File: src/rtl/key_event_queue.sv
// Keyboard scan-code event FIFO with sticky overflow and an interrupt FSM.
// Define KEYQ_BREAK_EN to queue break (F0) codes; by default they are dropped at the input.
//
// state    | meaning
// IDLE     | queue empty, irq low
// PEND     | events waiting for acknowledge, irq high
// SERVICED | acknowledged but queue still nonempty, irq low
module key_event_queue #(
  parameter int DEPTH = 8,
  localparam int CW = $clog2(DEPTH) + 1
) (
  input  logic          CLOCK_50,
  input  logic          reset,
  input  logic          code_valid,
  input  logic [23:0]   code,
  input  logic          rd_en,
  input  logic          reset_irq,
  input  logic          ovf_clr,
  output logic [15:0]   rdata,
  output logic          irq,
  output logic [CW-1:0] count,
  output logic          overflow
);

  localparam int AW = (DEPTH > 1) ? $clog2(DEPTH) : 1;

  typedef enum logic [1:0] {IDLE, PEND, SERVICED} state_t;

  state_t         state_q, state_d;
  logic [9:0]     mem [DEPTH];
  logic [AW-1:0]  wr_ptr, rd_ptr, rd_ptr_next;
  logic [CW-1:0]  count_next;
  logic [15:0]    rdata_next;
  logic [9:0]     entry;
  logic           is_break, valid_byte, brk_ok, ent_brk;
  logic           accept, full, push, pop, drop;

  assign is_break   = (code[15:8] == 8'hF0);
  assign valid_byte = (code[7:0] != 8'h00) && (code[7:0] != 8'hE0) && (code[7:0] != 8'hF0);

`ifdef KEYQ_BREAK_EN
  assign brk_ok  = 1'b1;
  assign ent_brk = is_break;
`else
  assign brk_ok  = !is_break;
  assign ent_brk = 1'b0;
`endif

  assign entry  = {ent_brk, (code[23:16] == 8'hE0), code[7:0]};
  assign accept = code_valid && valid_byte && brk_ok;
  assign full   = (count == CW'(DEPTH));
  assign pop    = rd_en && (count != '0);
  // A pop in the same cycle frees the slot, so a full queue still takes the push.
  assign push   = accept && (!full || pop);
  assign drop   = accept && full && !pop;

  assign count_next  = count + CW'(push) - CW'(pop);
  assign rd_ptr_next = pop ? rd_ptr + AW'(1) : rd_ptr;

  // Head after this edge: the incoming entry bypasses memory when it becomes the sole entry.
  always_comb begin
    rdata_next = 16'h0000;
    if (count_next == '0)
      rdata_next = 16'h0000;
    else if (push && count_next == CW'(1))
      rdata_next = {1'b1, 5'b0, entry};
    else
      rdata_next = {1'b1, 5'b0, mem[rd_ptr_next]};
  end

  always_ff @(posedge CLOCK_50) begin
    if (push)
      mem[wr_ptr] <= entry;
  end

  always_ff @(posedge CLOCK_50 or negedge reset) begin
    if (!reset) begin
      wr_ptr   <= '0;
      rd_ptr   <= '0;
      count    <= '0;
      rdata    <= 16'h0000;
      overflow <= 1'b0;
    end else begin
      if (push)
        wr_ptr <= wr_ptr + AW'(1);
      rd_ptr <= rd_ptr_next;
      count  <= count_next;
      rdata  <= rdata_next;
      if (drop)
        overflow <= 1'b1;
      else if (ovf_clr)
        overflow <= 1'b0;
    end
  end

  always_ff @(posedge CLOCK_50 or negedge reset) begin
    if (!reset)
      state_q <= IDLE;
    else
      state_q <= state_d;
  end

  always_comb begin
    state_d = state_q;
    case (state_q)
      IDLE:
        if (push)
          state_d = PEND;
      PEND:
        if (pop && count_next == '0 && !push)
          state_d = IDLE;
        else if (reset_irq && !push)
          state_d = SERVICED;
      SERVICED:
        if (push)
          state_d = PEND;
        else if (pop && count_next == '0)
          state_d = IDLE;
      default:
        state_d = IDLE;
    endcase
  end

  always_comb begin
    irq = (state_q == PEND);
  end

endmodule

File: config.mk
export PLATFORM = sky130hd
export DESIGN_NAME = key_event_queue
export DESIGN_NICKNAME = d
export VERILOG_FILES = /design/src/rtl/key_event_queue.sv
export SDC_FILE = /design/constraint.sdc
export NUM_CORES = 1
export LEC_CHECK = 0
export ABC_AREA = 0
export BUFFER_PORTS_ARGS = -buffer_cell sky130_fd_sc_hd__buf_2
export CORE_ASPECT_RATIO = 1.75
export CORE_MARGIN = 4
export CORE_UTILIZATION = 45
export CTS_BUF_LIST = sky130_fd_sc_hd__clkbuf_8
export DETAILED_ROUTE_END_ITERATION = 12
export PLACE_DENSITY = 0.71
export SLEW_MARGIN = 40
export SYNTH_ARGS = -nofsm -noshare
export SYNTH_HDL_FRONTEND = slang
export SYNTH_SLANG_ARGS = --single-unit
File: constraint.sdc
create_clock -name CLOCK_50 -period 3 [get_ports CLOCK_50]
set_input_delay 0 -clock CLOCK_50 [delete_from_list [all_inputs] [get_ports CLOCK_50]]
set_output_delay 0 -clock CLOCK_50 [all_outputs]
set_load 0.01 [all_outputs]
==> results of run 1 <==
-- worst reg2reg max path: cells and delay by family, from the launching register on --
family          cells  cell delay [ns]
fa+ha+maj           3             0.70
buf+inv             3             0.28
compound gates      3             0.27
xor+xnor            1             0.17
simple gates        3             1.10
flops               1             0.40
-- cells by family (layout without fill, tap and decap cells) --
| kind of cell | after synthesis | after routing | synth area share, % |
|---|---|---|---|
| flops | 95 | 95 | 61.1 |
| other cells | 1 | 6 | 0.0837 |
| simple gates | 68 | 68 | 8.52 |
| buf+inv | 27 | 119 | 3.27 |
| xor+xnor | 5 | 5 | 1.15 |
| compound gates | 41 | 41 | 6.37 |
| mux | 65 | 65 | 17.1 |
| fa+ha+maj | 8 | 8 | 2.40 |
-- routing by layer --
metal / up-vias / part of all wire, % / GRT usage [%]
li1: 1351 / - / -
met1: 1423 / 34 / 17.8
met2: 60 / 59 / 33.9
met3: 25 / 2.8 / 2.59
met4: 0 / 4.0 / 10.6
met5: - / 0 / 0
-- power by group through the flow --
stage               registers, mW  clock network, mW  logic (mW)
finish                       1.88              0.809        3.04
global route                 1.90              0.876        3.29
CTS                          1.88              0.826        3.00
detailed placement           1.91                  0        2.89
global placement             1.90                  0        2.83
floorplan                    1.92                  0        1.93
-- registers in the layout, indices dropped and copies added, names as in the netlist --
register and flops:
count 4, mem 72, overflow 1, rd_ptr 3
rdata 10, state_q 2, wr_ptr 3
-- placed cells by master, fill, tap and decap left out, types with 9 or more instances in the layout --
cell                       count
sky130_fd_sc_hd__buf_4        42
sky130_fd_sc_hd__o21ai_2       9
sky130_fd_sc_hd__clkbuf_8     10
sky130_fd_sc_hd__edfxtp_1     72
sky130_fd_sc_hd__nor2_1       19
sky130_fd_sc_hd__dfrtp_1      23
sky130_fd_sc_hd__mux4_2        9
sky130_fd_sc_hd__nand2_1      13
sky130_fd_sc_hd__buf_2        45
sky130_fd_sc_hd__mux2i_1      55
-- final timing paths --
path | to | depth (start not counted) | slack (ns) | startpoint
worst max-delay path | rdata[1] | 13 | -0.03 | count[3]
worst min-delay path | mem[5][2] | 2 | 0.02 | code[2]
worst max register to register | rdata[1] | 13 | -0.03 | count[3]
worst min register to register | state_q[0] | 1 | 0.52 | state_q[0]
max in group asynchronous | rdata[5] | 2 | 2.48 | reset
min in group asynchronous | rd_ptr[2] | 2 | 0.16 | reset
-- cell usage after synthesis (2+ instances only) --
cell type	instances	area, µm²
sky130_fd_sc_hd__and3_1	2	12.5
sky130_fd_sc_hd__inv_1	7	26.3
sky130_fd_sc_hd__buf_2	6	30.0
sky130_fd_sc_hd__clkbuf_1	4	15.0
sky130_fd_sc_hd__nor2_1	20	75.1
sky130_fd_sc_hd__nor4_1	3	18.8
sky130_fd_sc_hd__mux4_2	9	203
sky130_fd_sc_hd__a21oi_2	6	52.6
sky130_fd_sc_hd__nand2_1	13	48.8
sky130_fd_sc_hd__xnor2_1	3	26.3
sky130_fd_sc_hd__nor2b_1	4	25.0
sky130_fd_sc_hd__buf_1	2	7.51
sky130_fd_sc_hd__mux2i_1	55	551
sky130_fd_sc_hd__nor4b_1	2	17.5
sky130_fd_sc_hd__o21ai_1	10	50.1
sky130_fd_sc_hd__o21ai_0	2	10.0
sky130_fd_sc_hd__or4_1	4	30.0
sky130_fd_sc_hd__buf_4	6	45.0
sky130_fd_sc_hd__nor3_1	2	10.0
sky130_fd_sc_hd__nand2b_1	4	25.0
sky130_fd_sc_hd__dfrtp_1	23	576
sky130_fd_sc_hd__o22a_1	8	70.1
sky130_fd_sc_hd__a21oi_1	5	25.0
sky130_fd_sc_hd__ha_1	7	87.6
sky130_fd_sc_hd__edfxtp_1	72	2160
sky130_fd_sc_hd__nor3b_1	2	15.0
sky130_fd_sc_hd__nand3_1	4	20.0
sky130_fd_sc_hd__buf_6	2	22.5
-- per-stage QoR --
stage	util, %	instance area (µm²)
2_1_floorplan	-	4570
3_3_place_gp	53.5	5130
3_5_place_dp	53.6	5140
4_1_cts	56.8	5440
5_1_grt	57.1	5470
6_report	57.1	5470
-- layout make-up --
type | instances | share of cell area (%)
multi-input cells | 193 | 31.6
flip-flops and latches | 95 | 50.0
inverters | 7 | 0.480
repair buffers | 96 | 11.7
well taps | 122 | 2.79
clock buffers | 10 | 2.51
clock inverters | 6 | 0.983
-- what timing repair did --
item                       in CTS  in global routing
setup buffers                   2                  2
pin swaps                       0                  6
hold endpoints to repair       34                  0
setup endpoints to repair      11                 11
gates resized for setup         8                  3
gates cloned                    1                  0
hold buffers                    6                  0
==> metrics.md, run 1 <==
| Metric | Value |
|---|---|
| Cells traversed along the worst timing path | inv_2 -> ha_4 -> or3b_4 -> and2_4 -> o21ai_2 -> ha_2 -> inv_2 -> fa_2 -> xnor2_4 -> or4_4 -> buf_6 -> o21ai_2 -> a21oi_2 |
| Standard-cell rows | 47 |
| Fraction of final layout cells with drive strength greater than 1 | 36.4% |
| Internal Power | 3.62 mW |
| Final Hold Fails | 0 |
| First-pass GRT wire length | 15.6 mm |
| Number of pins with negative max-slew slack in the final report | 0 |
| Power per unit of standard cell area | 1050 mW/mm² |
| Multi-input gate area | 0.00173 mm² |
| Count of buffers inserted at the top-level ports | 45 |
| Pin count of the biggest net entering global routing | 24 |
| CP top delay family | simple AND/OR/NAND/NOR gates |
| Max Clk Rate | 330 MHz |
| Switching share of total power | 36.9% |
| Final setup skew | 0.0105 ns |
| Layout net count | 440 |
| Pre-CTS setup slack | -0.160 ns |
| 1st-pass router iterations | 4 |
| Initial DRC count | 108 |
| Register area | 0.00274 mm² |
| Pwr Total | 5.73 mW |
| Path type of the worst setup path | flop to flop |
| Count of buffering cells on the critical path with inverters included | 3 |
| Clock sinks | 95 |
| Synthesized area per cell | 14.4 µm² |
| Data arrival, critical path | 3.27 ns |
| Leakage power summed over all cells | 2.21 nW |
| Final worst-path cycle share | 101% |
| Antenna Diode Count | 0 |
| Antenna viol nets, final | 0 |
| Critical Path Fanout Max | 5 |
| Most frequently used flop master after synthesis | sky130_fd_sc_hd__edfxtp_1 |
| Final setup fails | 9 |
| DR DRC count | 0 |
| Final Worst Setup Slack | -0.0260 ns |
| Total length of routed wires | 10.1 mm |
| Startpoint kind of the worst setup timing path | flop |
| Number of distinct library cells after synthesis | 51 |
| Warning count from the yosys run | 0 |
| Die area | 0.0117 mm² |
| Required arrival time at the worst endpoint | 3.24 ns |
| Initial antenna violation count | 0 |
| Part of the power in the clock network | 14.1% |
| Relative max-transition margin | 49.5% |
| Die boundary width | 83.4 µm |
| Number of cells produced by synthesis | 310 |
| Proportion of synthesized flip-flops having asynchronous set or reset | 24.2% |
| Crit-path max cell delay | 0.57 ns |
| Average via count per standard cell | 5.40 |
| Die Span Y | 140 µm |
| Hold_ws | 0.0171 ns |
| Detailed-route wire length per cell | 19.0 µm |
| Core area | 0.00959 mm² |
| Vias in the first global route | 3085 |
| Gate power share | 53.1% |
| Failing checks | negative setup slack |
| RSZ-0062 raised after global routing | yes |
| TritonCTS clock tree | yes |
| Final std cells w/o fill | 529 |
| Via count | 2859 |
| Flops & latches, synth | 95 |
| Global placement routability congestion | 0.815 |
| Starting utilization of the core area | 46.7% |
| Count of maximum capacitance violations | 0 |
| Reg power frac | 32.8% |
| Proportion of synthesized chip area in sequential cells | 61.1% |
| Peak ir drop on the vdd network | 0.815 mV |
| Maximum clock path buffer count | 2 |
| Minimum clock period | 3.03 ns |
| Number of filler cells placed in the layout | 790 |
| Combined global-route utilization of all metal layers | 17.7% |
| Total clock buffers created by CTS | 9 |
| Worst setup EP type | flop |
| Least-Margin Pin Slew | 0.758 ns |
| Number of enable flip-flop cells after synthesis | 72 |
| Sum Neg Setup Slack | -0.158 ns |
| Slowest stage cell on the critical path | sky130_fd_sc_hd__or4_4 |
| Switching power | 2.11 mW |
| Area grow syn2layout | 22.2% |
| H-tree depth | 3 |
| Clock insertion delay at the later pin of the skew report | 0.35 ns |
| # placed instances | 502 |
| Run status | complete, but fails checks |
| Class of the worst hold path | input port to flop |
| Detailed placer's ending HPWL | 7.34 mm |
| Cell area after synthesis | 0.00448 mm² |
| Clock transition at the registers of the reported paths | 0.09 ns |
| Clock root buffer | sky130_fd_sc_hd__clkbuf_8 |
| Grt ovf | 0 |
| I/O pin count | 52 |
Note: power is estimated with default switching activity, not from simulation.
==> run 2: changes to the inputs <==
--- a/config.mk
+++ b/config.mk
@@ -5,14 +5,16 @@
 export SDC_FILE = /design/constraint.sdc
 export NUM_CORES = 1
 export LEC_CHECK = 0
-export ABC_AREA = 0
+export ABC_AREA = 1
 export BUFFER_PORTS_ARGS = -buffer_cell sky130_fd_sc_hd__buf_2
+export CELL_PAD_IN_SITES_DETAIL_PLACEMENT = 1
+export CELL_PAD_IN_SITES_GLOBAL_PLACEMENT = 1
 export CORE_ASPECT_RATIO = 1.75
 export CORE_MARGIN = 4
-export CORE_UTILIZATION = 45
+export CORE_UTILIZATION = 43
 export CTS_BUF_LIST = sky130_fd_sc_hd__clkbuf_8
 export DETAILED_ROUTE_END_ITERATION = 12
-export PLACE_DENSITY = 0.71
+export PLACE_DENSITY = 0.82
 export SLEW_MARGIN = 40
 export SYNTH_ARGS = -nofsm -noshare
 export SYNTH_HDL_FRONTEND = slang
==> run 2 against run 1 <==
Against the previous run:
- the flow still finishes with violations (negative setup slack)
- sequential power about the same
- highest routed layer unchanged
- largest power group unchanged
- non-clock buffer count decreased by 6
- combinational power fell by 8.2%
==> metrics.md, run 2 <==
| Metric | Value |
|---|---|
| Clock transition at the registers of the reported paths | 0.09 ns (about the same) |
| Power per unit of standard cell area | 1020 mW/mm² (-2.2%) |
| Worst R2R Path Depth | 21 (+8) |
| Detailed placer's ending HPWL | 9.25 mm (+26%) |
| Via count | 3537 (+24%) |
| Hold_ws | 0.0527 ns (+0.0355 ns) |
| Most frequent standard cell in the layout excluding fill and tap cells | sky130_fd_sc_hd__nand3_1 |
| Cells taking the most area after synthesis | sky130_fd_sc_hd__edfxtp_1 (49%), sky130_fd_sc_hd__dfrtp_1 (13%), sky130_fd_sc_hd__nand3_1 (13%) |
| Placed inst area | 0.00477 mm² (-7.3%) |
| Number of enable flip-flop cells after synthesis | 72 (unchanged) |
| Clock insertion delay at the later pin of the skew report | 0.38 ns (+0.03 ns) |
| Synth top area share | 49.4% (+1.2 points) |
| Relative max-transition margin | 59.9% (+10 points) |
| Detailed-route wire length per cell | 22.9 µm (+21%) |
| Startpoint of the worst register-to-register path | count[3] |
| Source of the worst hold timing path | code[6] |
| Number of cells produced by synthesis | 410 (+32%) |
| Pwr Total | 5.39 mW (-5.9%) |
| 1st-pass router iterations | 5 (+1) |
| Register bank with the most flops | mem |
| Final setup fails | 5 (-4) |
| Critical Path Fanout Max | 8 (+3) |
| # placed instances | 584 (+16%) |
| Required arrival time at the worst endpoint | 3.27 ns (+0.03 ns) |
| Max Clk Rate | 328 MHz (-0.89%) |
| Area grow syn2layout | 20.4% |
| Final setup skew | 0.0102 ns (-0.000330 ns) |
| H-tree depth | 3 (unchanged) |
| Maximum clock path buffer count | 2 (unchanged) |
| Number of filler cells placed in the layout | 1108 (+40%) |
| Startpoint kind of the worst setup timing path | flop |
| Reg2reg end | rdata[3] |
| Class of the worst hold path | input port to flop |
| Most frequent cells in the layout | sky130_fd_sc_hd__nand3_1 (110), sky130_fd_sc_hd__nand2_1 (73), sky130_fd_sc_hd__edfxtp_1 (72) |
| Commonest cells post-synth | sky130_fd_sc_hd__nand3_1 (112), sky130_fd_sc_hd__nand2_1 (80), sky130_fd_sc_hd__edfxtp_1 (72), sky130_fd_sc_hd__inv_1 (43), sky130_fd_sc_hd__dfrtp_1 (23) |
| I/O pin count | 52 (unchanged) |
| Standard-cell rows | 48 (+2.1%) |
| Endpoint, Worst Hold | mem[4][6] |
| Sum Neg Setup Slack | -0.109 ns (+0.0491 ns) |
| Core area | 0.00991 mm² (+3.4%) |
| Pin count of the biggest net entering global routing | 24 (unchanged) |
| Minimum clock period | 3.05 ns (+0.0270 ns) |
| Count of buffers inserted at the top-level ports | 45 (unchanged) |
| Most frequently used flop master after synthesis | sky130_fd_sc_hd__edfxtp_1 |
| Global placement routability congestion | 0.884 (+8.5%) |
| Die area | 0.0119 mm² (+2.0%) |
| Final Hold Fails | 0 (unchanged) |
| Antenna viol nets, final | 0 (unchanged) |
| Max FFs per register | 72 (unchanged) |
| Layout Cell Area excl Fill | 0.00527 mm² (-3.8%) |
| Die Span Y | 141 µm (+1.0%) |
| Pre-CTS setup slack | -0.173 ns (-0.0126 ns) |
| Leakage power summed over all cells | 2.31 nW (+4.1%) |
| Worst setup EP type | flop |
| Starting utilization of the core area | 44.1% (-2.6 points) |
| Synthesized area per cell | 10.7 µm² (-26%) |
| Number of distinct library cells after synthesis | 30 (-41%) |
| Cell area after synthesis | 0.00437 mm² (-2.3%) |
| First-pass GRT wire length | 21.1 mm (+36%) |
| Final std cells w/o fill | 630 (+19%) |
| Vias in the first global route | 3853 (+25%) |
| Initial antenna violation count | 0 (unchanged) |
| Final worst-path cycle share | 102% (+0.90 points) |
| DR DRC count | 0 (unchanged) |
| Data arrival, critical path | 3.33 ns (+0.06 ns) |
| Layout net count | 538 (+22%) |
| TritonCTS clock tree | yes |
| Fraction of final layout cells with drive strength greater than 1 | 25.7% (-11 points) |
| Clock root buffer | sky130_fd_sc_hd__clkbuf_8 |
| Setup slack on the worst flop-to-flop path | -0.05 ns (-0.03 ns) |
| Peak ir drop on the vdd network | 0.785 mV (-3.7%) |
| Failing checks | negative setup slack |
| Proportion of synthesized flip-flops having asynchronous set or reset | 24.2% (unchanged) |
| Count of maximum capacitance violations | 0 (unchanged) |
| Path type of the worst setup path | flop to flop |
| Warning count from the yosys run | 0 (unchanged) |
| Count leader, synth | sky130_fd_sc_hd__nand3_1 |
| Total length of routed wires | 14.4 mm (+44%) |
| Run status | complete, but fails checks |
| Antenna Diode Count | 0 (unchanged) |
| Die boundary width | 84.2 µm (+0.98%) |
| Largest area contributor in the synthesized netlist | sky130_fd_sc_hd__edfxtp_1 |
| Clock sinks | 95 (unchanged) |
| Cell count of the worst hold path | 2 (unchanged) |
| Initial DRC count | 321 (+200%) |
| Registers with the highest flip-flop counts | mem: 72 flops, rdata: 10 flops, count: 4 flops |
| Final Worst Setup Slack | -0.0530 ns (-0.0270 ns) |
| Total clock buffers created by CTS | 9 (unchanged) |
| Number of pins with negative max-slew slack in the final report | 0 (unchanged) |
| Grt ovf | 0 (unchanged) |
| Combined global-route utilization of all metal layers | 23.9% (+6.2 points) |
| Average via count per standard cell | 5.61 (+3.9%) |
| Flops & latches, synth | 95 (unchanged) |
| Layout Utilization | 53.1% (-4.0 points) |
| Least-Margin Pin Slew | 0.599 ns (-0.159 ns) |
| Proportion of synthesized chip area in sequential cells | 62.6% (+1.5 points) |
==> run 2: cell types whose count changed after synthesis, sizes merged, moves of 9 or more <==
cell	before	now
inv	7	46
nand2	13	88
mux2i	55	0
mux4	9	0
nand3	5	116
a21oi	11	1
==> run 2: worst max path at each step <==
stage / slack, ns / cells after the start / from / end
6_report: -0.05 / 21 / count[3] / rdata[3]
3_5_place_dp: -0.17 / 19 / count[2] / rdata[3]
5_1_grt: -0.22 / 21 / count[2] / rdata[4]
4_1_cts: 0.02 / 21 / count[2] / rdata[3]
2_1_floorplan: 0.02 / 20 / count[2] / rdata[0]
3_3_place_gp: 0.06 / 19 / count[2] / rdata[2]
==> run 2: cell type report <==
class / count / area (µm²) / area share (%)
Timing Repair Buffer: 90 / 609 / 11.6
Sequential cell: 95 / 2740 / 52.0
Inverter: 46 / 173 / 3.28
Multi-Input combinational cell: 258 / 1430 / 27.2
Tap cell: 125 / 156 / 2.97
Clock buffer: 9 / 124 / 2.35
Clock inverter: 7 / 35.0 / 0.665
==> run 2: layer usage <==
metal	vias up	global-route usage [%]	part of all wire, %
met2	158	44.2	54
li1	1575	-	-
met5	-	0	0
met3	61	3.20	5.6
met1	1743	25.0	33
met4	0	15.2	7.4
==> run 2: logic make-up after synthesis <==
family | after synthesis | synth area share (%)
DFF | 95 | 62.6
adders and majority gates | 8 | 2.46
AOI/OAI and AO/OA | 6 | 1.23
and+or+nand+nor | 235 | 26.4
other | 1 | 0.0858
xor gates and xnor gates | 3 | 0.601
buffers and inverters | 62 | 6.64
==> run 2: report_power, final <==
part | leakage, nW | internal [mW] | switching [mW]
Sequential | 0.929 | 1.71 | 0.157
Clock | 0.0918 | 0.288 | 0.440
Combinational | 1.28 | 0.947 | 1.84
==> run 2: critical path, cell delays in order, from the launching register on <==
cell and delay, ns:
sky130_fd_sc_hd__dfrtp_1 0.38, sky130_fd_sc_hd__inv_1 0.06, sky130_fd_sc_hd__ha_2 0.20, sky130_fd_sc_hd__nand2_4 0.09
sky130_fd_sc_hd__nand2_8 0.09, sky130_fd_sc_hd__nand3_4 0.09, sky130_fd_sc_hd__nand3_4 0.08, sky130_fd_sc_hd__inv_2 0.09
sky130_fd_sc_hd__nand2_1 0.05, sky130_fd_sc_hd__nand2_1 0.06, sky130_fd_sc_hd__ha_2 0.19, sky130_fd_sc_hd__inv_2 0.05
sky130_fd_sc_hd__fa_2 0.41, sky130_fd_sc_hd__xor2_2 0.26, sky130_fd_sc_hd__nand3_2 0.18, sky130_fd_sc_hd__nor2_4 0.19
sky130_fd_sc_hd__buf_4 0.15, sky130_fd_sc_hd__nand3b_1 0.09, sky130_fd_sc_hd__nand2_2 0.07, sky130_fd_sc_hd__inv_1 0.04
sky130_fd_sc_hd__nand2_1 0.07, sky130_fd_sc_hd__inv_1 0.05
==> run 2: timing repair <==
item,CTS,global route
gates cloned,0,1
setup buffers,4,17
gates resized for setup,2,31
hold endpoints to repair,73,0
hold buffers,9,0
setup endpoints to repair,10,11
pin swaps,1,14
